[src/rtl/timing_bank_pkg.sv]
// rtl/timing_bank_pkg.sv - shared state encodings and mode constants for the timer bank
package timing_bank_pkg;

    typedef enum logic [1:0] {
        ST_IDLE    = 2'd0,
        ST_RUN     = 2'd1,
        ST_EXPIRED = 2'd2
    } chan_state_e;

    localparam logic MODE_ONESHOT  = 1'b0;
    localparam logic MODE_PERIODIC = 1'b1;

endpackage

[src/rtl/timing_bank_chan.sv]
// rtl/timing_bank_chan.sv - one timer channel: state machine, counter and sticky expiry flag
module timing_bank_chan
    import timing_bank_pkg::*;
#(
    parameter int WIDTH = 32
) (
    input  logic             clk,
    input  logic             rst_n,
    input  logic             tick_i,
    input  logic             start_i,
    input  logic             halt_i,
    input  logic             mode_i,
    input  logic             int_clr_i,
    input  logic [WIDTH-1:0] term_i,
    output logic             status_o,
    output logic [WIDTH-1:0] count_o,
    output logic             int_o
);

    chan_state_e      state_q, state_d;
    logic [WIDTH-1:0] count_q, count_d;
    logic             int_q, int_d;
    logic             expire;

    always_comb begin
        state_d = state_q;
        count_d = count_q;
        expire  = 1'b0;
        if (halt_i) begin
            state_d = ST_IDLE;
        end else if (start_i) begin
            state_d = ST_RUN;
            count_d = '0;
        end else if (state_q == ST_RUN && tick_i) begin
            if (count_q == term_i) begin
                expire = 1'b1;
                if (mode_i == MODE_PERIODIC) begin
                    count_d = '0;
                end else begin
                    state_d = ST_EXPIRED;
                end
            end else begin
                // Equality-only compare: a terminal count lowered below the
                // current count is reached again after the natural wrap.
                count_d = count_q + WIDTH'(1);
            end
        end
        int_d = expire | (int_q & ~int_clr_i);
    end

    always_ff @(posedge clk or negedge rst_n) begin
        if (!rst_n) begin
            state_q <= ST_IDLE;
            count_q <= '0;
            int_q   <= 1'b0;
        end else begin
            state_q <= state_d;
            count_q <= count_d;
            int_q   <= int_d;
        end
    end

    assign status_o = (state_q == ST_RUN);
    assign count_o  = count_q;
    assign int_o    = int_q;

endmodule

[src/rtl/timing_bank.sv]
// rtl/timing_bank.sv - NCH programmable interval timers sharing one clock prescaler
module timing_bank #(
    parameter int NCH   = 4,
    parameter int WIDTH = 32,
    parameter int PSC_W = 16
) (
    input  logic                 clk,
    input  logic                 reset,
    input  logic [PSC_W-1:0]     ro_prescale,
    input  logic [NCH-1:0]       ro_trig_start,
    input  logic [NCH-1:0]       ro_trig_halt,
    input  logic [NCH-1:0]       ro_mode,
    input  logic [NCH-1:0]       ro_int_clr,
    input  logic [NCH-1:0]       ro_int_en,
    input  logic [NCH*WIDTH-1:0] ro_termcount,
    output logic [NCH-1:0]       rf_status,
    output logic [NCH*WIDTH-1:0] rf_currcount,
    output logic [NCH-1:0]       rf_int,
    output logic                 rf_irq
);

    logic [PSC_W-1:0] psc_q, psc_d;
    logic             irq_q, irq_d;
    logic             tick;

    // >= rather than == so that lowering the prescale below the running
    // count recovers on the next cycle instead of after a full wrap.
    assign tick  = (psc_q >= ro_prescale);
    assign psc_d = tick ? '0 : psc_q + PSC_W'(1);
    assign irq_d = |(rf_int & ro_int_en);

    always_ff @(posedge clk or negedge reset) begin
        if (!reset) begin
            psc_q <= '0;
            irq_q <= 1'b0;
        end else begin
            psc_q <= psc_d;
            irq_q <= irq_d;
        end
    end

    for (genvar i = 0; i < NCH; i++) begin : g_chan
        timing_bank_chan #(
            .WIDTH(WIDTH)
        ) u_chan (
            .clk       (clk),
            .rst_n     (reset),
            .tick_i    (tick),
            .start_i   (ro_trig_start[i]),
            .halt_i    (ro_trig_halt[i]),
            .mode_i    (ro_mode[i]),
            .int_clr_i (ro_int_clr[i]),
            .term_i    (ro_termcount[i*WIDTH +: WIDTH]),
            .status_o  (rf_status[i]),
            .count_o   (rf_currcount[i*WIDTH +: WIDTH]),
            .int_o     (rf_int[i])
        );
    end

    assign rf_irq = irq_q;

endmodule

[config.mk]
export PLATFORM = sky130hd
export DESIGN_NAME = timing_bank
export DESIGN_NICKNAME = d
export VERILOG_FILES = /design/src/rtl/timing_bank_pkg.sv /design/src/rtl/timing_bank_chan.sv /design/src/rtl/timing_bank.sv
export SDC_FILE = /design/constraint.sdc
export NUM_CORES = 1
export LEC_CHECK = 0
export ABC_AREA = 1
export BUFFER_PORTS_ARGS = -buffer_cell sky130_fd_sc_hd__buf_2
export CAP_MARGIN = 10
export CORE_MARGIN = 2
export CORE_UTILIZATION = 46
export CTS_CLUSTER_DIAMETER = 60
export CTS_CLUSTER_SIZE = 8
export DETAILED_ROUTE_END_ITERATION = 7
export MAX_ROUTING_LAYER = met4
export PLACE_DENSITY_LB_ADDON = 0.25
export SLEW_MARGIN = 10
export SYNTH_ARGS = -nofsm -noshare
export SYNTH_HDL_FRONTEND = slang
export SYNTH_SLANG_ARGS = --single-unit
[constraint.sdc]
create_clock -name clk -period 1.7 [get_ports clk]
set_input_delay 0.085 -clock clk [delete_from_list [all_inputs] [get_ports clk]]
set_output_delay 0.085 -clock clk [all_outputs]
set_load 0.005 [all_outputs]
### Word level (Yosys, flattened, before mapping)

Index checks and enable logic that the tools add are counted.
W data, S select, Z words.

* bits in registers: 157
* output and inout bits: 137
* logic and storage cells: 131

* add/sub/neg operators: 5
* $lt $le $gt $ge: 1
* eq/ne operators: 16
* muxes and demuxes: 53
* bitwise logic cells: 17
* reduce and logical (&&, ||, !) cells: 25

Operators by type and width (number)
* $mux W32: 16
* $add A32 B1 Y32 const B: 4
* $eq A32 B32 Y1: 4
* $mux W2: 20
* $ne A3 B3 Y1 const B: 8
* $reduce_and A3 Y1: 8
* $reduce_bool A3 Y1: 8
* $add A16 B1 Y16 const B: 1
* $ge A16 B16 Y1: 1
* $mux W1: 16
* $mux W16: 1
* $eq A2 B1 Y1 const B: 4
* $not A1 Y1: 8
* $reduce_bool A2 Y1: 4
* $and A1 B1 Y1: 4
* $and A4 B4 Y4: 1
* $logic_and A1 B1 Y1: 4
* $or A1 B1 Y1: 4
* $reduce_or A4 Y1: 1

### Depth between registers and ports, before layout

Gate-level depths: netlist (run 1).

* depth after elaboration: 6
* mapped depth: 18
* depth with buffers taken out: 16

### Hierarchy

From an unflattened synthesis (run 1), not the netlist that was laid out.

* cell total of the unflattened synthesis: 1727
* area, all modules: 11980.2 µm²

By module, submodules not included
* timing_bank_chan at g_chan[1].u_chan ...: instances 3, cells an instance 389, area an instance 2650.0 µm², seq. area each 875.8 µm²
* timing_bank_chan at g_chan[0].u_chan: instances 1, cells an instance 387, area an instance 2730.1 µm², seq. area each 875.8 µm²
* timing_bank: instances 1, cells an instance 173, area an instance 1300.0 µm², seq. area each 425.4 µm²

### Worst setup path before layout (run 1)

No wires, ideal clock.

* kind: reg-to-reg
* from: register psc_q[3]
* to: register g_chan[3].u_chan.count_q[10]
* setup time: 118 ps
* data arrival time: 1763 ps
* slack: -181 ps
* stages on the path, launching flop included: 17
* cell sequence: dfrtp_1 > ha_1 > nand2_1 > nor2_1 > nor2_1 > nand2_1 > nand2_1 > nand2_1 > nand2_2 > nand2_2 > buf_6 > nand2_2 > nand2_1 > nand3_2 > buf_6 > nand2_1 > nand2_1

* longest elaborated chain between the ends: 4

RTL lines
* start, declared: line timing_bank.sv:22 `logic [PSC_W-1:0] psc_q, psc_d;`
* start signal, assigned: line timing_bank.sv:37 `psc_q <= psc_d;`
* $ge A16 B16 Y1: line timing_bank.sv:28 `assign tick = (psc_q >= ro_prescale);`
* $logic_and A1 B1 Y1: line timing_bank_chan.sv:34 `end else if (state_q == ST_RUN && tick_i) begin`
* $reduce_bool A2 Y1 (no source line)
* $reduce_and A3 Y1 (no source line)
* end signal, assigned: line timing_bank_chan.sv:58 `count_q <= count_d;`
* end, declared: line timing_bank_chan.sv:21 `logic [WIDTH-1:0] count_q, count_d;`

No other way between the ends.
A chain may end at the register's enable or synchronous reset.

### Worst setup path in the final report (run 1)

* from: register psc_q[9]
* to: register g_chan[3].u_chan.count_q[7]

Same word-level chain as after synthesis.

==> key figures, run 1 <==
Detailed routing
  • DR WL/cell: 15.4 um
  • Post-Route WL: 47800 um
  • Vias per Instance: approximately 5
  • First-pass DRT Iterations: 6
  • DRT antenna net count: 0
  • Detailed Route Iter0 Violations: 1299
  • Number of remaining DRC errors: 0
  • Vias after detailed routing: 15700

Floorplan
  • Starting Density: 0.464
  • Die width: between 150 and 200 um
  • Placement Rows: 62
  • Chip height: approximately 170 um
  • Core area: 28500 um2
  • IO Count: around 300
  • DIE AREA: 30200 um2

CTS
  • H-tree levels: 4
  • CTS tree: yes
  • Bufs on Longest Clock Path: 2
  • CTS root buffer: clkbuf_16
  • Clock Latency Late Sink: 0.44 ns
  • Clk sinks: 157
  • Num CTS Buffers: 17
  • Clock transition at path regs: 0.07 ns

Pwr
  • Switch share: 0.324
  • Sequential share of power: 0.369
  • Clock power frac: 0.352
  • VDD IR max: between 0.6 and 0.7 mV
  • NetSw: 3590 uW
  • Internal power: between 7000 and 8000 uW
  • Final Power: 11100 uW
  • Static leakage: 0.00996 uW
  • Logic pwr share: 0.279
  • Power density cells: 564 nW/um2

Global route
  • Largest net degree at the start of global routing: 59
  • First-pass GRT wire length: 73800 um
  • Grt ovf: 0
  • GRT Total Usage: 0.307
  • Vias in the first global route: approximately 15000
  • Initial antenna violation count: 7

Timing
  • Final hold violations: 0
  • TNS Setup: -47.20 ns
  • Final Setup Violations: 156
  • Tightest Pin Transition: 0.559 ns
  • Final worst path period share: 1.24
  • Final min period: 2.10 ns
  • Worst Skew: between 0.015 and 0.02 ns
  • Final Slew Violations: 0
  • Setup WS post-layout: -0.403 ns
  • RSZ-0062 raised after global routing: true
  • Slew headroom: 0.625
  • Peak Freq: 475 MHz

Finish
  • Post-route insts no fill: 3115
  • Most common cell after layout, fill and taps aside: nand2_1
  • Share of cells above drive strength 1: 0.332
  • Net count, final: 2898
  • Most frequent cells in the layout: nand2_1 (664), nor2_1 (319), buf_4 (308)
  • Area delta synth->final: 48.4%

Synth
  • Sequential area share after synthesis: 0.297
  • Syn Area/Cell: between 6 and 7 um2
  • Seq cells post-synth: 157
  • Mapped Area: 13200 um2
  • Cell variety after synth: 35
  • Cell accounting for the most synthesized area: dfrtp_1
  • Synth Net Count: 2279
  • Yosys warning count: 0
  • Yosys top cell area share: 0.297
  • Top cells by area, synth: dfrtp_1 (30%), nand2_1 (22%), nor2_1 (9.2%)
  • Syn Inst Count: roughly 2100

Flow run
  • Max cap viols: 0

Setup path
  • Required @ worst endpoint: around 2 ns
  • Data arrival time of the worst path: 2.41 ns
  • Startpoint Class: flip-flop
  • Crit. End Element: flip-flop
  • Crit Path Class: reg2reg
  • Worst Path Max Fanout: 8

Min path
  • Min-Delay Path Class: in2reg

Status
  • Failing checks: setup timing
  • Status: finished with violations

Place
  • GPL Wtd Cong: 0.952
  • Placed cell count: 3025
  • Half-perimeter wire length after placement: 34600 um
  • IO Port Bufs: 302
final cells by class:
cell class / count / area (um2)
clock inverter: 15 / 151
sequential: 157 / 3930
multi-input combinational: 1647 / 8840
fill: 2571 / 8900
inverter: 210 / 791
antenna: 7 / 17.5
clock buffer: 17 / 425
timing repair buffer: 678 / 5000
tap: 384 / 480
stage by stage:
step	util	hold WS [ns]	instance area [um2]	setup slack, ns
detailed placement	0.611	0.0586	17400	-0.382
global placement	0.611	0.0562	17400	-0.332
floorplan	-	-0.211	13300	-0.146
CTS	0.653	0.00234	18600	-0.347
finish	0.688	0.0157	19600	-0.403
global route	0.688	0.0342	19600	-0.498
cells by family (layout without fill, tap and decap cells):
group / after synthesis / count (layout) / share of synthesized area
and+or+nand+nor: 1405 / 1405 / 0.444
buffers and inverters: 288 / 920 / 0.101
xor gates and xnor gates: 187 / 187 / 0.124
DFF: 157 / 157 / 0.297
AOI/OAI and AO/OA: 34 / 34 / 0.0147
adders and majority gates: 21 / 21 / 0.0198
other: 0 / 7 / 0
power groups by stage:
| stage | logic [uW] | clock network, uW | registers, uW |
|---|---|---|---|
| 6_report | 3090 | 3900 | 4080 |
| 5_1_grt | 3380 | 4120 | 4100 |
| 4_1_cts | 2640 | 3970 | 4050 |
| 3_5_place_dp | 2350 | 0 | 4120 |
| 3_3_place_gp | 2280 | 0 | 4110 |
| 2_1_floorplan | 1180 | 0 | 4150 |
cell usage after synthesis:
cell / number
buf_4: 21
nor2_1: 326
nor3_1: 48
a21oi_1: 14
buf_2: 18
clkinv_1: 4
nand2_1: 778
xnor2_1: 116
nand3b_1: 1
nor4_1: 2
nand2_2: 16
o21ai_0: 9
inv_2: 4
nor2_2: 9
inv_1: 202
buf_6: 19
clkbuf_1: 12
nor3_4: 1
dfrtp_1: 157
nor3b_1: 6
o21a_1: 4
xor2_1: 71
nand4_1: 53
o22ai_1: 3
a21oi_2: 1
clkbuf_2: 7
o21bai_1: 2
ha_1: 21
buf_1: 1
nand3_2: 10
nor2_4: 5
a21o_1: 1
nand3_4: 1
nand3_1: 147
nor3_2: 2
metal layers:
metal,wire (um),GRT usage
met1,20500,0.388
met2,23300,0.517
met3,3060,0.0445
met4,994,0.0798
met5,0,-
state kept, by name, summed over array words and instances, names as in the netlist:
name / count
g_chan.u_chan.count_o: 128
g_chan.u_chan.int_o: 4
rf_irq: 1
psc_q: 16
g_chan.u_chan.state_q: 8
worst max-delay path: stages (launching register included):
cell and delay (ns):
dfrtp_1 0.42, ha_4 0.29, nand4_1 0.17, nor3_4 0.19, nand2_4 0.08, nand2_4 0.09
buf_12 0.13, nand2_8 0.05, nand2_4 0.06, nand3_4 0.14, clkbuf_16 0.24, nand2_2 0.06
nand2_1 0.05
path summary, 6_finish.rpt:
check | start | end | slack (ns) | depth (start not counted)
setup / recovery | psc_q[9] | g_chan[3].u_chan.count_o[7] | -0.40 | 12
setup reg to reg | psc_q[9] | g_chan[3].u_chan.count_o[7] | -0.40 | 12
min in group asynchronous | reset | g_chan[3].u_chan.count_o[5] | 0.13 | 2
hold reg to reg | g_chan[1].u_chan.state_q[0] | g_chan[1].u_chan.state_q[0] | 0.48 | 2
hold / removal | ro_mode[1] | g_chan[1].u_chan.state_q[0] | 0.02 | 5
max in group asynchronous | reset | g_chan[2].u_chan.count_o[9] | 0.83 | 3
repair_timing:
item | 4_1_cts | 5_1_grt
hold buffers | 18 | 0
endpoints found under the hold margin | 69 | 0
gates cloned | 5 | 13
buffers inserted | 11 | 9
endpoints found under the setup margin | 156 | 156
resized for setup | 72 | 174
pin swaps | 33 | 56
(Power assumes the default switching activity.)
==> inputs of run 2 (changes only) <==
- CAP_MARGIN: 10 -> 25
- CTS_BUF_LIST: default -> sky130_fd_sc_hd__clkbuf_2
- PLACE_DENSITY: default -> 0.72
- PLACE_DENSITY_LB_ADDON: 0.25 -> default
==> run 2 against run 1 <==
Compared with the run above:
- wire length grew 4.2%
- power is 11% lower
- highest routed layer unchanged
- register-to-register slack worse by 0.04 ns
- sequential power is essentially flat
- sequential cell count unchanged
- combinational power increased by 3%
- critical path depth down 1
- the run still ends with setup timing left
==> key figures, run 2 (synthesis results as in run 1) <==
Detailed routing
  • Number of remaining DRC errors: 0 (unchanged)
  • First-pass DRT Iterations: 5 (-1)
  • Detailed Route Iter0 Violations: 1241 (-4.5%)
  • DRT antenna net count: 0 (unchanged)
  • Vias per Instance: 5.07 (+0.48%)
  • DR WL/cell: 15.5 um (+0.64%)
  • Post-Route WL: 49800 um (+4.2%)
  • Vias after detailed routing: 16400 (+4.0%)

Finish
  • Max reg flops: 128 (unchanged)
  • Share of cells above drive strength 1: 0.315 (-0.0165)
  • Area delta synth->final: 56.5%
  • Most frequent cells in the layout: nand2_1 (713), nor2_1 (317), buf_2 (262)
  • Core Util, Final: 0.726 (+0.0380)
  • Net count, final: 3006 (+3.7%)
  • Most common cell after layout, fill and taps aside: nand2_1

Floorplan
  • Core area: 28500 um2 (unchanged)
  • Starting Density: 0.464 (unchanged)
  • Die width: 174 um (unchanged)
  • Chip height: 174 um (unchanged)
  • DIE AREA: 30200 um2 (unchanged)
  • IO Count: 303 (unchanged)
  • Placement Rows: 62 (unchanged)

Global route
  • Largest net degree at the start of global routing: 38 (-36%)
  • First-pass GRT wire length: 75500 um (+2.3%)
  • Vias in the first global route: 15500 (+2.3%)
  • GRT Total Usage: 0.315 (+0.00772)
  • Grt ovf: 0 (unchanged)
  • Initial antenna violation count: 8 (+1)

Timing
  • Setup WS post-layout: -0.446 ns (-0.0427 ns)
  • Final hold violations: 0 (unchanged)
  • TNS Setup: -45.42 ns (+1.78 ns)
  • Final worst path period share: 1.26 (+0.0251)
  • Final Setup Violations: 156 (unchanged)
  • Final min period: 2.15 ns (+0.0427 ns)
  • Tightest Pin Transition: 0.666 ns (+0.107 ns)
  • Peak Freq: 466 MHz (-2.0%)
  • Worst Skew: 0.0602 ns (+0.0412 ns)
  • Slew headroom: 0.553 (-0.0718)
  • RSZ-0062 raised after global routing: true
  • Final Slew Violations: 0 (unchanged)

Pwr
  • Power density cells: 477 nW/um2 (-15%)
  • Static leakage: 0.0102 uW (+2.7%)
  • VDD IR max: 0.384 mV (-43%)
  • Final Power: 9900 uW (-11%)

Flow run
  • Max cap viols: 0 (unchanged)

Setup path
  • Crit Path Class: reg2reg
  • Worst r2r src: g_chan[2].u_chan.count_o[26]
  • Worst Path Max Fanout: 8 (unchanged)
  • Data arrival time of the worst path: 2.90 ns (+0.49 ns)
  • Startpoint Class: flip-flop
  • Crit. End Element: flip-flop
  • Critical path origin: g_chan[2].u_chan.count_o[26]
  • Required @ worst endpoint: 2.45 ns (+0.44 ns)

CTS
  • Num CTS Buffers: 17 (unchanged)
  • Clock Latency Late Sink: 0.83 ns (+0.39 ns)
  • Bufs on Longest Clock Path: 2 (unchanged)
  • H-tree levels: 4 (unchanged)
  • CTS root buffer: clkbuf_2
  • CTS tree: yes
  • Clock transition at path regs: 0.30 ns (+0.23 ns)
  • Clk sinks: 157 (unchanged)

Min path
  • Min-Delay Path Class: in2reg
  • Worst hold start: ro_termcount[20]

Place
  • Half-perimeter wire length after placement: 34000 um (-1.8%)
  • GPL Wtd Cong: 0.959 (+0.76%)
  • IO Port Bufs: 302 (unchanged)

Status
  • Failing checks: setup timing
  • Status: finished with violations
==> run 2: cell type report <==
class | count | area (um2)
Clock buffer | 18 | 90.1
Antenna cell | 8 | 20.0
Sequential cell | 157 | 3950
Clock inverter | 14 | 206
Tap cell | 384 | 480
Fill cell | 2360 | 7820
Timing Repair Buffer | 786 | 6490
Inverter | 210 | 791
Multi-Input combinational cell | 1647 | 8700
==> run 2: per-layer routing <==
| layer | global-route usage | vias up | part of all wire |
|---|---|---|---|
| li1 | - | 7940 | - |
| met1 | 0.386 | 7669 | 0.42 |
| met2 | 0.539 | 639 | 0.50 |
| met3 | 0.0428 | 113 | 0.059 |
| met4 | 0.0977 | 0 | 0.025 |
| met5 | - | - | 0 |
==> run 2: metrics by stage <==
step	instances	hold WS [ns]	instance area (um2)	worst slack (ns)
finish	3224	0.0248	20700	-0.446
global route	3224	0.0285	20700	-0.579
CTS	3168	0.00345	19100	-0.389
detailed placement	3011	0.0468	17300	-0.407
global placement	3011	0.0467	17300	-0.399
floorplan	2092	-0.211	13300	-0.146
==> run 2: worst paths after layout <==
path	endpoint	slack, ns	cells past startpoint
worst max register to register	g_chan[2].u_chan.count_o[29]	-0.45	11
min in group asynchronous	g_chan[0].u_chan.count_o[30]	0.33	4
worst max-delay path	g_chan[2].u_chan.count_o[29]	-0.45	11
max in group asynchronous	g_chan[0].u_chan.count_o[4]	1.01	4
worst min-delay path	g_chan[0].u_chan.int_o	0.02	11
worst min register to register	g_chan[0].u_chan.state_q[0]	0.52	2
==> run 2: power breakdown <==
group          switching [uW]  internal, uW
Clock                    1620          1010
Sequential                181          3910
Combinational            1580          1590
==> run 2: worst max-delay path, stage by stage, from the launching register on <==
cell	delay [ns]
dfrtp_1	0.48
xnor2_1	0.22
nand2_1	0.09
nor2_1	0.22
nand2_1	0.13
nor2_4	0.21
nand3_1	0.15
nand2_2	0.11
nand2_4	0.10
clkbuf_16	0.19
nand3_1	0.08
nand2_1	0.08
==> run 2: repair_timing <==
item | 4_1_cts | 5_1_grt
hold buffers | 121 | 0
hold endpoints to repair | 298 | 0
gates cloned | 2 | 11
setup endpoints to repair | 205 | 238
buffers inserted | 2 | 48
pin swaps | 4 | 49
gates resized for setup | 49 | 263
